--- src/rtl/fm_demod_pkg.sv ---
// Shared definitions for the FM quadrature discriminator: CORDIC arctangent table,
// half-turn phase constant and the sequencing states of the vectoring engine.
package fm_demod_pkg;

    typedef enum logic [1:0] {
        ST_IDLE = 2'd0,
        ST_ROT  = 2'd1,
        ST_OUT  = 2'd2
    } fm_state_e;

    localparam int LUT_WIDTH = 16;
    localparam int LUT_DEPTH = 16;

    // round(atan(2^-k) * 2^16 / (2*pi)); a full turn is 2^16
    localparam logic [LUT_WIDTH-1:0] ATAN_LUT [LUT_DEPTH] = '{
        16'd8192, 16'd4836, 16'd2555, 16'd1297, 16'd651, 16'd326, 16'd163, 16'd81,
        16'd41,   16'd20,   16'd10,   16'd5,    16'd3,   16'd1,   16'd1,   16'd0
    };

    localparam logic [LUT_WIDTH-1:0] PI_PHASE = 16'h8000;

    // Table entry k at a 2^width full-turn scale; wider phases are evaluated at elaboration
    function automatic int atan_entry(input int k, input int width);
        real x;
        real term;
        real acc;
        if (width <= LUT_WIDTH) begin
            return int'(ATAN_LUT[k]) >> (LUT_WIDTH - width);
        end
        if (k == 0) begin
            return 1 << (width - 3);
        end
        x    = 1.0 / (2.0 ** real'(k));
        term = x;
        acc  = 0.0;
        for (int n = 0; n < 40; n++) begin
            acc  = (n % 2 == 0) ? acc + term / real'(2 * n + 1) : acc - term / real'(2 * n + 1);
            term = term * x * x;
        end
        return $rtoi(acc * (2.0 ** real'(width)) / (2.0 * 3.14159265358979) + 0.5);
    endfunction

endpackage

--- src/rtl/fm_cordic_atan2.sv ---
// Iterative CORDIC vectoring engine: one micro-rotation per clock, returns the phase
// of the captured I/Q pair with a full turn mapped onto 2^DATA_WIDTH.
module fm_cordic_atan2
    import fm_demod_pkg::*;
#(
    parameter int DATA_WIDTH = 16,
    parameter int ITER       = 16
) (
    input  logic                         clk,
    input  logic                         reset,
    input  logic                         i_start,
    input  logic signed [DATA_WIDTH-1:0] i_i,
    input  logic signed [DATA_WIDTH-1:0] i_q,
    output logic                         o_busy,
    output logic                         o_done,
    output logic        [DATA_WIDTH-1:0] o_phase
);

    // Two guard bits absorb the negation of the most negative input and the CORDIC gain
    localparam int XW = DATA_WIDTH + 2;
    localparam int KW = (ITER > 1) ? $clog2(ITER) : 1;
    localparam logic [KW-1:0]         K_LAST = KW'(ITER - 1);
    localparam logic [DATA_WIDTH-1:0] PI_Z   = DATA_WIDTH'((64'(PI_PHASE) << DATA_WIDTH) >> LUT_WIDTH);

    fm_state_e             r_state;
    logic signed [XW-1:0]  r_x;
    logic signed [XW-1:0]  r_y;
    logic [DATA_WIDTH-1:0] r_z;
    logic [KW-1:0]         r_k;

    logic signed [XW-1:0]  w_i_ext;
    logic signed [XW-1:0]  w_q_ext;
    logic signed [XW-1:0]  w_x_sh;
    logic signed [XW-1:0]  w_y_sh;
    logic [DATA_WIDTH-1:0] w_atan [ITER];
    logic [DATA_WIDTH-1:0] w_atan_k;
    logic                  w_y_neg;

    for (genvar g = 0; g < ITER; g++) begin : g_atan
        localparam logic [DATA_WIDTH-1:0] ATAN_G = DATA_WIDTH'(atan_entry(g, DATA_WIDTH));
        assign w_atan[g] = ATAN_G;
    end

    assign w_i_ext  = XW'(i_i);
    assign w_q_ext  = XW'(i_q);
    assign w_x_sh   = r_x >>> r_k;
    assign w_y_sh   = r_y >>> r_k;
    assign w_atan_k = w_atan[r_k];
    assign w_y_neg  = r_y[XW-1];

    assign o_busy  = (r_state != ST_IDLE);
    assign o_done  = (r_state == ST_OUT);
    assign o_phase = r_z;

    always_ff @(posedge clk) begin
        if (reset) begin
            r_state <= ST_IDLE;
            r_x     <= '0;
            r_y     <= '0;
            r_z     <= '0;
            r_k     <= '0;
        end else begin
            case (r_state)
                ST_IDLE: begin
                    if (i_start) begin
                        if (i_i[DATA_WIDTH-1]) begin
                            r_x <= -w_i_ext;
                            r_y <= -w_q_ext;
                            r_z <= PI_Z;
                        end else begin
                            r_x <= w_i_ext;
                            r_y <= w_q_ext;
                            r_z <= '0;
                        end
                        r_k     <= '0;
                        r_state <= ST_ROT;
                    end
                end
                ST_ROT: begin
                    // NOTE: non-blocking updates make x and y both rotate from their pre-edge values.
                    if (!w_y_neg) begin
                        r_x <= r_x + w_y_sh;
                        r_y <= r_y - w_x_sh;
                        r_z <= r_z + w_atan_k;
                    end else begin
                        r_x <= r_x - w_y_sh;
                        r_y <= r_y + w_x_sh;
                        r_z <= r_z - w_atan_k;
                    end
                    r_k <= r_k + KW'(1);
                    if (r_k == K_LAST) begin
                        r_state <= ST_OUT;
                    end
                end
                ST_OUT:  r_state <= ST_IDLE;
                default: r_state <= ST_IDLE;
            endcase
        end
    end

endmodule

--- src/rtl/fm_quad_discriminator.sv ---
// FM quadrature discriminator: phase of each I/Q sample via CORDIC, output is the
// wrapped phase step between consecutive samples on an Avalon-ST style source.
module fm_quad_discriminator #(
    parameter int DATA_WIDTH = 16,
    parameter int ITER       = 16
) (
    input  logic                         clk,
    input  logic                         reset,
    input  logic signed [DATA_WIDTH-1:0] ast_sink_data_i,
    input  logic signed [DATA_WIDTH-1:0] ast_sink_data_q,
    input  logic                         ast_sink_valid,
    input  logic        [1:0]            ast_sink_error,
    output logic signed [DATA_WIDTH-1:0] ast_source_data,
    output logic                         ast_source_valid,
    output logic        [1:0]            ast_source_error,
    output logic                         overrun
);

    logic                  w_busy;
    logic                  w_done;
    logic                  w_accept;
    logic [DATA_WIDTH-1:0] w_phase;
    logic [DATA_WIDTH-1:0] w_z;

    logic [DATA_WIDTH-1:0] r_prev_phase;
    logic                  r_primed;
    logic                  r_zero;
    logic [1:0]            r_err;

    assign w_accept = ast_sink_valid && !w_busy;

    fm_cordic_atan2 #(
        .DATA_WIDTH (DATA_WIDTH),
        .ITER       (ITER)
    ) u_cordic (
        .clk     (clk),
        .reset   (reset),
        .i_start (w_accept),
        .i_i     (ast_sink_data_i),
        .i_q     (ast_sink_data_q),
        .o_busy  (w_busy),
        .o_done  (w_done),
        .o_phase (w_phase)
    );

    // A zero vector has no angle; holding the previous phase yields a zero step
    assign w_z = r_zero ? r_prev_phase : w_phase;

    always_ff @(posedge clk) begin
        if (reset) begin
            ast_source_data  <= '0;
            ast_source_valid <= 1'b0;
            ast_source_error <= 2'b00;
            overrun          <= 1'b0;
            r_prev_phase     <= '0;
            r_primed         <= 1'b0;
            r_zero           <= 1'b0;
            r_err            <= 2'b00;
        end else begin
            ast_source_valid <= 1'b0;
            if (ast_sink_valid) begin
                if (w_busy) begin
                    overrun <= 1'b1;
                end else begin
                    r_err  <= ast_sink_error;
                    r_zero <= (ast_sink_data_i == '0) && (ast_sink_data_q == '0);
                end
            end
            if (w_done) begin
                if (r_primed) begin
                    ast_source_data  <= w_z - r_prev_phase;
                    ast_source_valid <= 1'b1;
                    ast_source_error <= r_err;
                end
                r_prev_phase <= w_z;
                r_primed     <= 1'b1;
            end
        end
    end

endmodule

--- config.mk ---
export PLATFORM = sky130hd
export DESIGN_NAME = fm_quad_discriminator
export DESIGN_NICKNAME = d
export VERILOG_FILES = /design/src/rtl/fm_demod_pkg.sv /design/src/rtl/fm_cordic_atan2.sv /design/src/rtl/fm_quad_discriminator.sv
export SDC_FILE = /design/constraint.sdc
export NUM_CORES = 1
export LEC_CHECK = 0
export ABC_AREA = 1
export BUFFER_PORTS_ARGS = -buffer_cell sky130_fd_sc_hd__clkbuf_2
export CORE_AREA = 2 2 131 133
export DETAILED_ROUTE_END_ITERATION = 10
export DIE_AREA = 0 0 133 135
export GPL_TIMING_DRIVEN = 1
export PLACE_DENSITY = 0.82
export RECOVER_POWER = 25
export REMOVE_ABC_BUFFERS = 1
export SKIP_LAST_GASP = 1
export SYNTH_ARGS = -nofsm -noshare
export SYNTH_HDL_FRONTEND = slang
export SYNTH_SLANG_ARGS = --single-unit
--- constraint.sdc ---
create_clock -name clk -period 4.6 [get_ports clk]
set_clock_uncertainty 0.2 [all_clocks]
set_input_delay 0.23 -clock clk [delete_from_list [all_inputs] [get_ports clk]]
set_output_delay 0.23 -clock clk [all_outputs]
set_load 0.05 [all_outputs]
==> results.txt, run 1 <==
----------------------------------------------------
[Routing]
  Detailed-route via count ... 11606
  Number of violations reported at the end of detailed-routing iteration 0 ... 962
  Post-route DRC violation count ... 0
  Post-Route WL ... 30750 um
  Vias per std cell ... 5.909
  Routed wire per std cell ... 15.66 um
  Antenna Violating Nets Remaining ... 0
  DR pass1 iterations ... 5

[Pwr]
  Total power divided by cell area ... 404.4 nW/um^2
  Total design power ... 4.500 mW
  Share of total power consumed by net switching ... 48.71%
  Leakage ... 5.319 nW
  Clk pwr share ... 17.4%
  Portion of total power attributed to sequential cells ... 22.6%
  Largest vdd supply drop ... 0.0002003 V
  Combinational group share of total power ... 60.0%
  Switching power of the nets ... 2.192 mW
  Cell-internal power ... 2.308 mW

[Clocking]
  CTS buffer count ... 9
  Clock tree from TritonCTS ... done
  CTS H-Tree Depth ... 3
  Count of clock tree sinks ... 98
  Root buffer cell ... sky130_fd_sc_hd__clkbuf_16
  Clock transition time at the flip-flop clock pins of the worst setup and hold paths ... 80 ps
  Post-CTS setup buffer count ... 0
  Maximum number of buffers from clock root to sink ... 2
  Worst skew pair latency ... 360 ps

[Timing]
  Setup violation total in the final timing report ... 0
  FMAX ... 239.3 MHz
  Final worst-path setup slack ... 421.8 ps
  Clock period minus final worst setup slack ... 4178 ps
  Max-slew violation count ... 0
  Worst slew margin ... 25.29%
  Tcrit/Tclk final ... 90.83%
  Count of endpoints failing hold in the final timing report ... 0
  Transition at the pin with the smallest max-transition slack ... 1119 ps
  Setup repair after global routing missed its margin ... no

[Synthesis]
  Simple logic cell fraction of the synthesized area ... 32.43%
  Instance count of the mapped netlist ... 1713
  Most frequently used flop master after synthesis ... sky130_fd_sc_hd__dfxtp_1
  Register bit total from synthesis ... 98
  Synth warnings ... 0
  Post-synthesis sequential area ratio ... 18.88%
  Xor-xnor portion of the synthesized cell area ... 4.887%
  Post-synthesis async set-or-reset flop share ... 0%
  Dominant combinational cell family by area after synthesis ... simple AND/OR/NAND/NOR gates
  Synth Cell Area ... 10390 um^2
  Post-synth EDFFs ... 0
  Mux share of post-synthesis cell area ... 0.1083%
  Synthesized-area fraction occupied by ao, oa, aoi and oai cells ... 24.04%
  Adder-cell share of the synthesized area ... 9.799%
  Synth unique cells ... 57
  Average instance area after synthesis ... 6.068 um^2

[Critical path]
  Critical path class ... reg -> reg
  Arrival time at the worst endpoint ... 4210 ps
  Worst setup EP type ... flop
  Largest fanout of any net on the critical path ... 20
  Required @ worst endpoint ... 4630 ps
  Critical Path Start Type ... flop

[Global route]
  Global-route wire length before repair ... 51160 um
  Pin count of the biggest net entering global routing ... 44
  Vias in the first global route ... 10787
  Number of antenna violations at the first check in global routing ... 0
  Total congestion overflow after global routing ... 0
  GR Util All Layers ... 34.60%

[Finish]
  Area growth from synthesis to layout ... 7.054%
  Most frequent cells in the layout ... sky130_fd_sc_hd__nand2_1, sky130_fd_sc_hd__o21ai_0, sky130_fd_sc_hd__a21oi_1
  Most common cell after layout, fill and taps aside ... sky130_fd_sc_hd__nand2_1
  Non-Filler Instances ... 1964
  Antenna diode instance count ... 0
  Share of post-route cells with drive strength above 1 ... 7.970%
  Layout net count ... 1855

[Min path]
  Type of the worst min-delay path ... in -> reg

[Status]
  Status ... completed

[Job]
  Count of max-cap constraint violations ... 0

[Placement]
  Final HPWL DP ... 23410 um
  Gp weighted congestion ... 0.9856
  Cell count after placement ... 1944
  IO Port Bufs ... 56
  Post-place setup slack ... 346.1 ps

[Floorplanning]
  Starting density of the core ... 63.35%
  Height of the chip ... 135 um
  Chip width ... 133 um
  Standard-cell rows ... 47
  Core Region ... 16410 um^2
  I/O Pins ... 57
  Die area ... 17960 um^2

----------------------------------------------------
## critical path, cell delays in order, from the launching register on
cell                       delay, ps
sky130_fd_sc_hd__dfxtp_1         480
sky130_fd_sc_hd__inv_2           230
sky130_fd_sc_hd__nor2_1          440
sky130_fd_sc_hd__inv_1           110
sky130_fd_sc_hd__o21ai_1         200
sky130_fd_sc_hd__inv_1            60
sky130_fd_sc_hd__nand2_1         140
sky130_fd_sc_hd__nor2_1           50
sky130_fd_sc_hd__nand2_1         120
sky130_fd_sc_hd__nor2_2           70
sky130_fd_sc_hd__nand2_1          60
sky130_fd_sc_hd__nand2_1          80
sky130_fd_sc_hd__o21ai_1         130
sky130_fd_sc_hd__o21ai_1         100
sky130_fd_sc_hd__ha_1            340
sky130_fd_sc_hd__inv_1           100
sky130_fd_sc_hd__nor3_1          380
sky130_fd_sc_hd__nand2_1          90
sky130_fd_sc_hd__o311a_1         340
sky130_fd_sc_hd__nand3b_1        180
sky130_fd_sc_hd__nand3_1          80
sky130_fd_sc_hd__a21oi_1          70
## stage by stage
step                      hold slack, ps  area, um^2  TNS (ps)  utilization (%)
after floorplan                    99.07       10030    -513.6                -
after global placement             239.5       10820         0            65.92
after detailed placement           248.5       10820         0            65.92
after CTS                          2.353       11150         0            67.98
after global routing               29.10       11130         0            67.82
final                              13.55       11130         0            67.82
## metal layers
layer  vias up  routed length (um)  global-route usage [%]
li1       5838                   -                       -
met1      5280               12880                   43.35
met2       421               14640                   60.51
met3        67                2102                   4.017
met4         0                1124                   14.28
met5         -                   0                       0
## worst paths after layout
check | start | to | slack (ps) | depth (start not counted)
hold / removal | ast_sink_data_q[8] | u_cordic.r_y[8] | 10 | 3
setup reg to reg | u_cordic.r_k[2] | u_cordic.r_x[17] | 420 | 21
setup / recovery | u_cordic.r_k[2] | u_cordic.r_x[17] | 420 | 21
hold reg to reg | overrun | overrun | 260 | 2
## layout make-up
cell class                      instances  area [um^2]
Sequential cell                        98         1962
Multi-Input combinational cell       1368         7417
Tap cell                              220        275.3
Clock inverter                          5        45.04
Inverter                              174        658.1
Timing Repair Buffer                   88        516.7
Fill cell                            1567         5280
Clock buffer                           11        252.7
## synthesized netlist by cell type (4+ instances only)
cell type | number | area [um^2]
sky130_fd_sc_hd__nand2_2 | 15 | 93.84
sky130_fd_sc_hd__inv_2 | 4 | 15.01
sky130_fd_sc_hd__o21a_1 | 4 | 30.03
sky130_fd_sc_hd__o21bai_1 | 9 | 67.56
sky130_fd_sc_hd__xor2_1 | 36 | 315.3
sky130_fd_sc_hd__o211ai_1 | 10 | 75.07
sky130_fd_sc_hd__buf_4 | 5 | 37.54
sky130_fd_sc_hd__xnor2_1 | 22 | 192.7
sky130_fd_sc_hd__nor3_1 | 22 | 110.1
sky130_fd_sc_hd__fa_1 | 4 | 80.08
sky130_fd_sc_hd__buf_1 | 6 | 22.52
sky130_fd_sc_hd__a31oi_1 | 14 | 87.58
sky130_fd_sc_hd__nand3_2 | 6 | 60.06
sky130_fd_sc_hd__o21ai_1 | 18 | 90.09
sky130_fd_sc_hd__nand3b_1 | 8 | 60.06
sky130_fd_sc_hd__buf_2 | 16 | 80.08
sky130_fd_sc_hd__nand4_1 | 11 | 68.82
sky130_fd_sc_hd__inv_1 | 166 | 623.1
sky130_fd_sc_hd__nor4_1 | 4 | 25.02
sky130_fd_sc_hd__o31ai_1 | 7 | 52.55
sky130_fd_sc_hd__dfxtp_1 | 98 | 1962
sky130_fd_sc_hd__nor2_2 | 10 | 62.56
sky130_fd_sc_hd__o21ai_0 | 182 | 910.9
sky130_fd_sc_hd__nor2_1 | 123 | 461.7
sky130_fd_sc_hd__nand2_1 | 408 | 1531
sky130_fd_sc_hd__a211oi_1 | 9 | 67.56
sky130_fd_sc_hd__nand3_1 | 156 | 780.8
sky130_fd_sc_hd__ha_1 | 75 | 938.4
sky130_fd_sc_hd__buf_6 | 5 | 56.30
sky130_fd_sc_hd__or2_2 | 10 | 62.56
sky130_fd_sc_hd__clkbuf_1 | 40 | 150.1
sky130_fd_sc_hd__a21oi_1 | 171 | 855.8
sky130_fd_sc_hd__o32ai_1 | 4 | 35.03
## cells by family after synthesis
family / Yosys count
simple gates: 778
compound gates: 452
buf+inv: 247
xor+xnor: 58
flops: 98
fa+ha+maj: 79
mux: 1
## state kept, by name, summed over array words and instances, names as in the netlist, 2 cells and up
| name | cells |
|---|---|
| u_cordic.r_x | 18 |
| r_err | 2 |
| u_cordic.r_y | 18 |
| u_cordic.r_state | 2 |
| r_prev_phase | 16 |
| ast_source_data | 16 |
| u_cordic.o_phase | 16 |
| u_cordic.r_k | 4 |
| ast_source_error | 2 |
## power groups by stage
stage / logic, mW / registers (mW) / clock network, mW
floorplan: 2.02 / 1.01 / 0
global placement: 2.58 / 1.03 / 0
detailed placement: 2.63 / 1.03 / 0
CTS: 2.65 / 1.02 / 0.786
global route: 3.05 / 1.03 / 0.815
finish: 2.70 / 1.02 / 0.782
## what timing repair did
item                                    CTS  global route
hold buffers                              4             0
endpoints found under the hold margin     4             0
endpoints found under the setup margin    0             4
gates resized for setup                   0             3
No activity file was read; power rests on OpenSTA's default activity.
==> run 2: changes to the inputs <==
--- a/config.mk
+++ b/config.mk
@@ -7,11 +7,13 @@
 export LEC_CHECK = 0
 export ABC_AREA = 1
 export BUFFER_PORTS_ARGS = -buffer_cell sky130_fd_sc_hd__clkbuf_2
-export CORE_AREA = 2 2 131 133
+export CELL_PAD_IN_SITES_DETAIL_PLACEMENT = 0
+export CELL_PAD_IN_SITES_GLOBAL_PLACEMENT = 1
+export CORE_AREA = 2 2 157 159
 export DETAILED_ROUTE_END_ITERATION = 10
-export DIE_AREA = 0 0 133 135
+export DIE_AREA = 0 0 159 161
 export GPL_TIMING_DRIVEN = 1
-export PLACE_DENSITY = 0.82
+export PLACE_DENSITY_LB_ADDON = 0.1
 export RECOVER_POWER = 25
 export REMOVE_ABC_BUFFERS = 1
 export SKIP_LAST_GASP = 1
==> results.txt, run 2 (synthesized netlist as in run 1, its figures left out) <==
----------------------------------------------------
[Critical path]
  Largest fanout of any net on the critical path ... 17 (was 20)
  Standard cell with the maximum stage delay on the critical path ... sky130_fd_sc_hd__o311ai_1 (was sky130_fd_sc_hd__dfxtp_1)
  Required @ worst endpoint ... 4710 ps (was 4630 ps)
  Arrival time at the worst endpoint ... 4340 ps (was 4210 ps)
  Critical path's largest stage delay ... 530 ps (was 480 ps)
  Critical path class ... reg -> reg (unchanged)
  Critical Path Start Type ... flop (unchanged)
  Worst path cell trace ... buf_4 -> nand2_1 -> nand3_1 -> nand2_1 -> o21ai_1 -> nand2_1 -> nand2_2 -> inv_1 -> ha_1 -> nand4_1 -> nand2_1 -> o21a_2 -> nand3_1 -> xor2_1 -> inv_1 -> ha_1 -> nand2_1 -> nor3_1 -> nand2_1 -> o311ai_1 -> inv_1 -> nand2_1 -> nand3_1 -> a21oi_2 (was inv_2 -> nor2_1 -> inv_1 -> o21ai_1 -> inv_1 -> nand2_1 -> nor2_1 -> nand2_1 -> nor2_2 -> nand2_1 -> nand2_1 -> o21ai_1 -> o21ai_1 -> ha_1 -> inv_1 -> nor3_1 -> nand2_1 -> o311a_1 -> nand3b_1 -> nand3_1 -> a21oi_1)
  Critical path buffers and inverters ... 4 (unchanged)
  Worst setup EP type ... flop (unchanged)
  Kind of cell adding the most delay to the critical path ... simple AND/OR/NAND/NOR gates (unchanged)
  Most used cell, CP ... sky130_fd_sc_hd__nand2_1 (unchanged)

[Floorplanning]
  Die area ... 25600 um^2 (was 17960 um^2)
  Core Region ... 23960 um^2 (was 16410 um^2)
  I/O Pins ... 57 (unchanged)
  Chip width ... 159 um (was 133 um)
  Starting density of the core ... 43.37% (was 63.35%)
  Height of the chip ... 161 um (was 135 um)
  Standard-cell rows ... 57 (was 47)

[Timing]
  Transition at the pin with the smallest max-transition slack ... 1140 ps (was 1119 ps)
  FMAX ... 236.3 MHz (was 239.3 MHz)
  Setup violation total in the final timing report ... 0 (unchanged)
  Setup repair after global routing missed its margin ... yes (was no)
  Worst slew margin ... 24.01% (was 25.29%)
  Clock period minus final worst setup slack ... 4233 ps (was 4178 ps)
  Count of endpoints failing hold in the final timing report ... 0 (unchanged)
  Max-slew violation count ... 0 (unchanged)
  Tcrit/Tclk final ... 92.01% (was 90.83%)
  Total Negative Setup Slacks ... 0 ps (unchanged)

[Global route]
  Number of antenna violations at the first check in global routing ... 0 (unchanged)
  GR Util All Layers ... 25.93% (was 34.60%)
  Pin count of the biggest net entering global routing ... 51 (was 44)
  Global-route wire length before repair ... 53930 um (was 51160 um)
  Vias in the first global route ... 10586 (was 10787)
  Total congestion overflow after global routing ... 0 (unchanged)

[Placement]
  Cell count after placement ... 2055 (was 1944)
  Gp weighted congestion ... 0.9365 (was 0.9856)
  IO Port Bufs ... 56 (unchanged)
  Final HPWL DP ... 25680 um (was 23410 um)
  Dpl cell area ... 11000 um^2 (was 10820 um^2)

[Routing]
  Antenna Violating Nets Remaining ... 0 (unchanged)
  DR pass1 iterations ... 7 (was 5)
  Post-route DRC violation count ... 0 (unchanged)
  Detailed-route via count ... 11260 (was 11606)
  Number of violations reported at the end of detailed-routing iteration 0 ... 714 (was 962)
  Post-Route WL ... 33270 um (was 30750 um)
  Routed wire per std cell ... 16.02 um (was 15.66 um)
  Vias per std cell ... 5.424 (was 5.909)

[Finish]
  Filler Cell Count ... 2619 (was 1567)
  Non-Filler Cell Area, Final ... 11310 um^2 (was 11130 um^2)
  Layout net count ... 1863 (was 1855)
  Most common cell after layout, fill and taps aside ... sky130_fd_sc_hd__nand2_1 (unchanged)
  Area growth from synthesis to layout ... 8.860% (was 7.054%)
  Antenna diode instance count ... 0 (unchanged)
  Share of post-route cells with drive strength above 1 ... 8.447% (was 7.970%)
  Non-Filler Instances ... 2076 (was 1964)
  Most frequent cells in the layout ... sky130_fd_sc_hd__nand2_1, sky130_fd_sc_hd__o21ai_0, sky130_fd_sc_hd__a21oi_1 (unchanged)
  Area occupied by multi-input gates ... 7420 um^2 (was 7417 um^2)
  Top Registers ... u_cordic.r_x: 18 flops, u_cordic.r_y: 18 flops (unchanged)
  Sequential cell area ... 1962 um^2 (unchanged)

[Clocking]
  Maximum number of buffers from clock root to sink ... 2 (unchanged)
  Root buffer cell ... sky130_fd_sc_hd__clkbuf_16 (unchanged)
  Post-CTS setup buffer count ... 0 (unchanged)
  Worst skew pair latency ... 370 ps (was 360 ps)
  CTS buffer count ... 9 (unchanged)
  Clock tree from TritonCTS ... done (unchanged)
  Clock transition time at the flip-flop clock pins of the worst setup and hold paths ... 90 ps (was 80 ps)
  CTS H-Tree Depth ... 3 (unchanged)
  Count of clock tree sinks ... 98 (unchanged)

[Pwr]
  Total power divided by cell area ... 398.5 nW/um^2 (was 404.4 nW/um^2)
  Total design power ... 4.509 mW (was 4.500 mW)
  Largest vdd supply drop ... 0.0001975 V (was 0.0002003 V)
  Leakage ... 5.358 nW (was 5.319 nW)

[Job]
  Count of max-cap constraint violations ... 0 (unchanged)

[Min path]
  Type of the worst min-delay path ... in -> reg (unchanged)

[Status]
  Status ... completed (unchanged)

----------------------------------------------------
run 2: cell count changes in the layout (fill, tap and decap cells not counted), moves of 2 or more:
cell | previous run | this run
sky130_fd_sc_hd__buf_4 | 25 | 33
sky130_fd_sc_hd__clkbuf_8 | 2 | 0
sky130_fd_sc_hd__clkinv_1 | 3 | 5
sky130_fd_sc_hd__inv_1 | 166 | 164
sky130_fd_sc_hd__inv_6 | 3 | 5
run 2: final cells by class:
| cell class | instances | share of cell area, % |
|---|---|---|
| tap | 324 | 3.583 |
| sequential | 98 | 17.34 |
| timing repair buffer | 96 | 5.098 |
| clock inverter | 7 | 0.5971 |
| inverter | 174 | 5.817 |
| clock buffer | 9 | 1.990 |
| multi-input combinational | 1368 | 65.58 |
run 2: final timing paths:
check / from / endpoint / slack (ps) / depth (start not counted)
min: ast_sink_data_q[13] / u_cordic.r_y[13] / 7 / 4
max reg2reg: u_cordic.r_k[0] / u_cordic.r_y[17] / 370 / 24
max: u_cordic.r_k[0] / u_cordic.r_y[17] / 370 / 24
min reg2reg: overrun / overrun / 260 / 2
run 2: tightest hold or removal path, cell delays in order:
cell                       delay [ps]
sky130_fd_sc_hd__clkbuf_2         110
sky130_fd_sc_hd__o21ai_0           90
sky130_fd_sc_hd__nand2_1           60
sky130_fd_sc_hd__a21oi_1           50
run 2: what timing repair did:
item                                   in CTS  in global routing
hold buffers                                5                  0
resized for setup                           0                  3
endpoints found under the hold margin       5                  0
setup endpoints to repair                   0                  3
run 2: report_power, final:
| part | leakage (nW) | switching [mW] | internal [mW] |
|---|---|---|---|
| clock network | 0.146 | 0.412 | 0.384 |
| registers | 0.801 | 0.0946 | 0.921 |
| logic | 4.41 | 1.71 | 0.987 |
| total | 5.36 | 2.22 | 2.29 |
run 2: stage by stage:
stage / hold slack [ps] / worst slack (ps) / utilization (%)
floorplan: 99.07 / -181.5 / -
global placement: 240.0 / 302.5 / 45.91
detailed placement: 250.9 / 258.6 / 45.91
CTS: 6.630 / 230.3 / 47.34
global route: 36.70 / -81.95 / 47.22
finish: 7.013 / 367.5 / 47.22
run 2: layer usage:
layer	wire length (um)	global-route usage, %	vias to the layer above	share of wire [%]
li1	-	-	5857	-
met1	15100	33.01	5098	45
met2	15640	45.08	243	47
met3	1095	1.849	62	3.3
met4	1431	11.82	0	4.3
met5	0	0	-	0
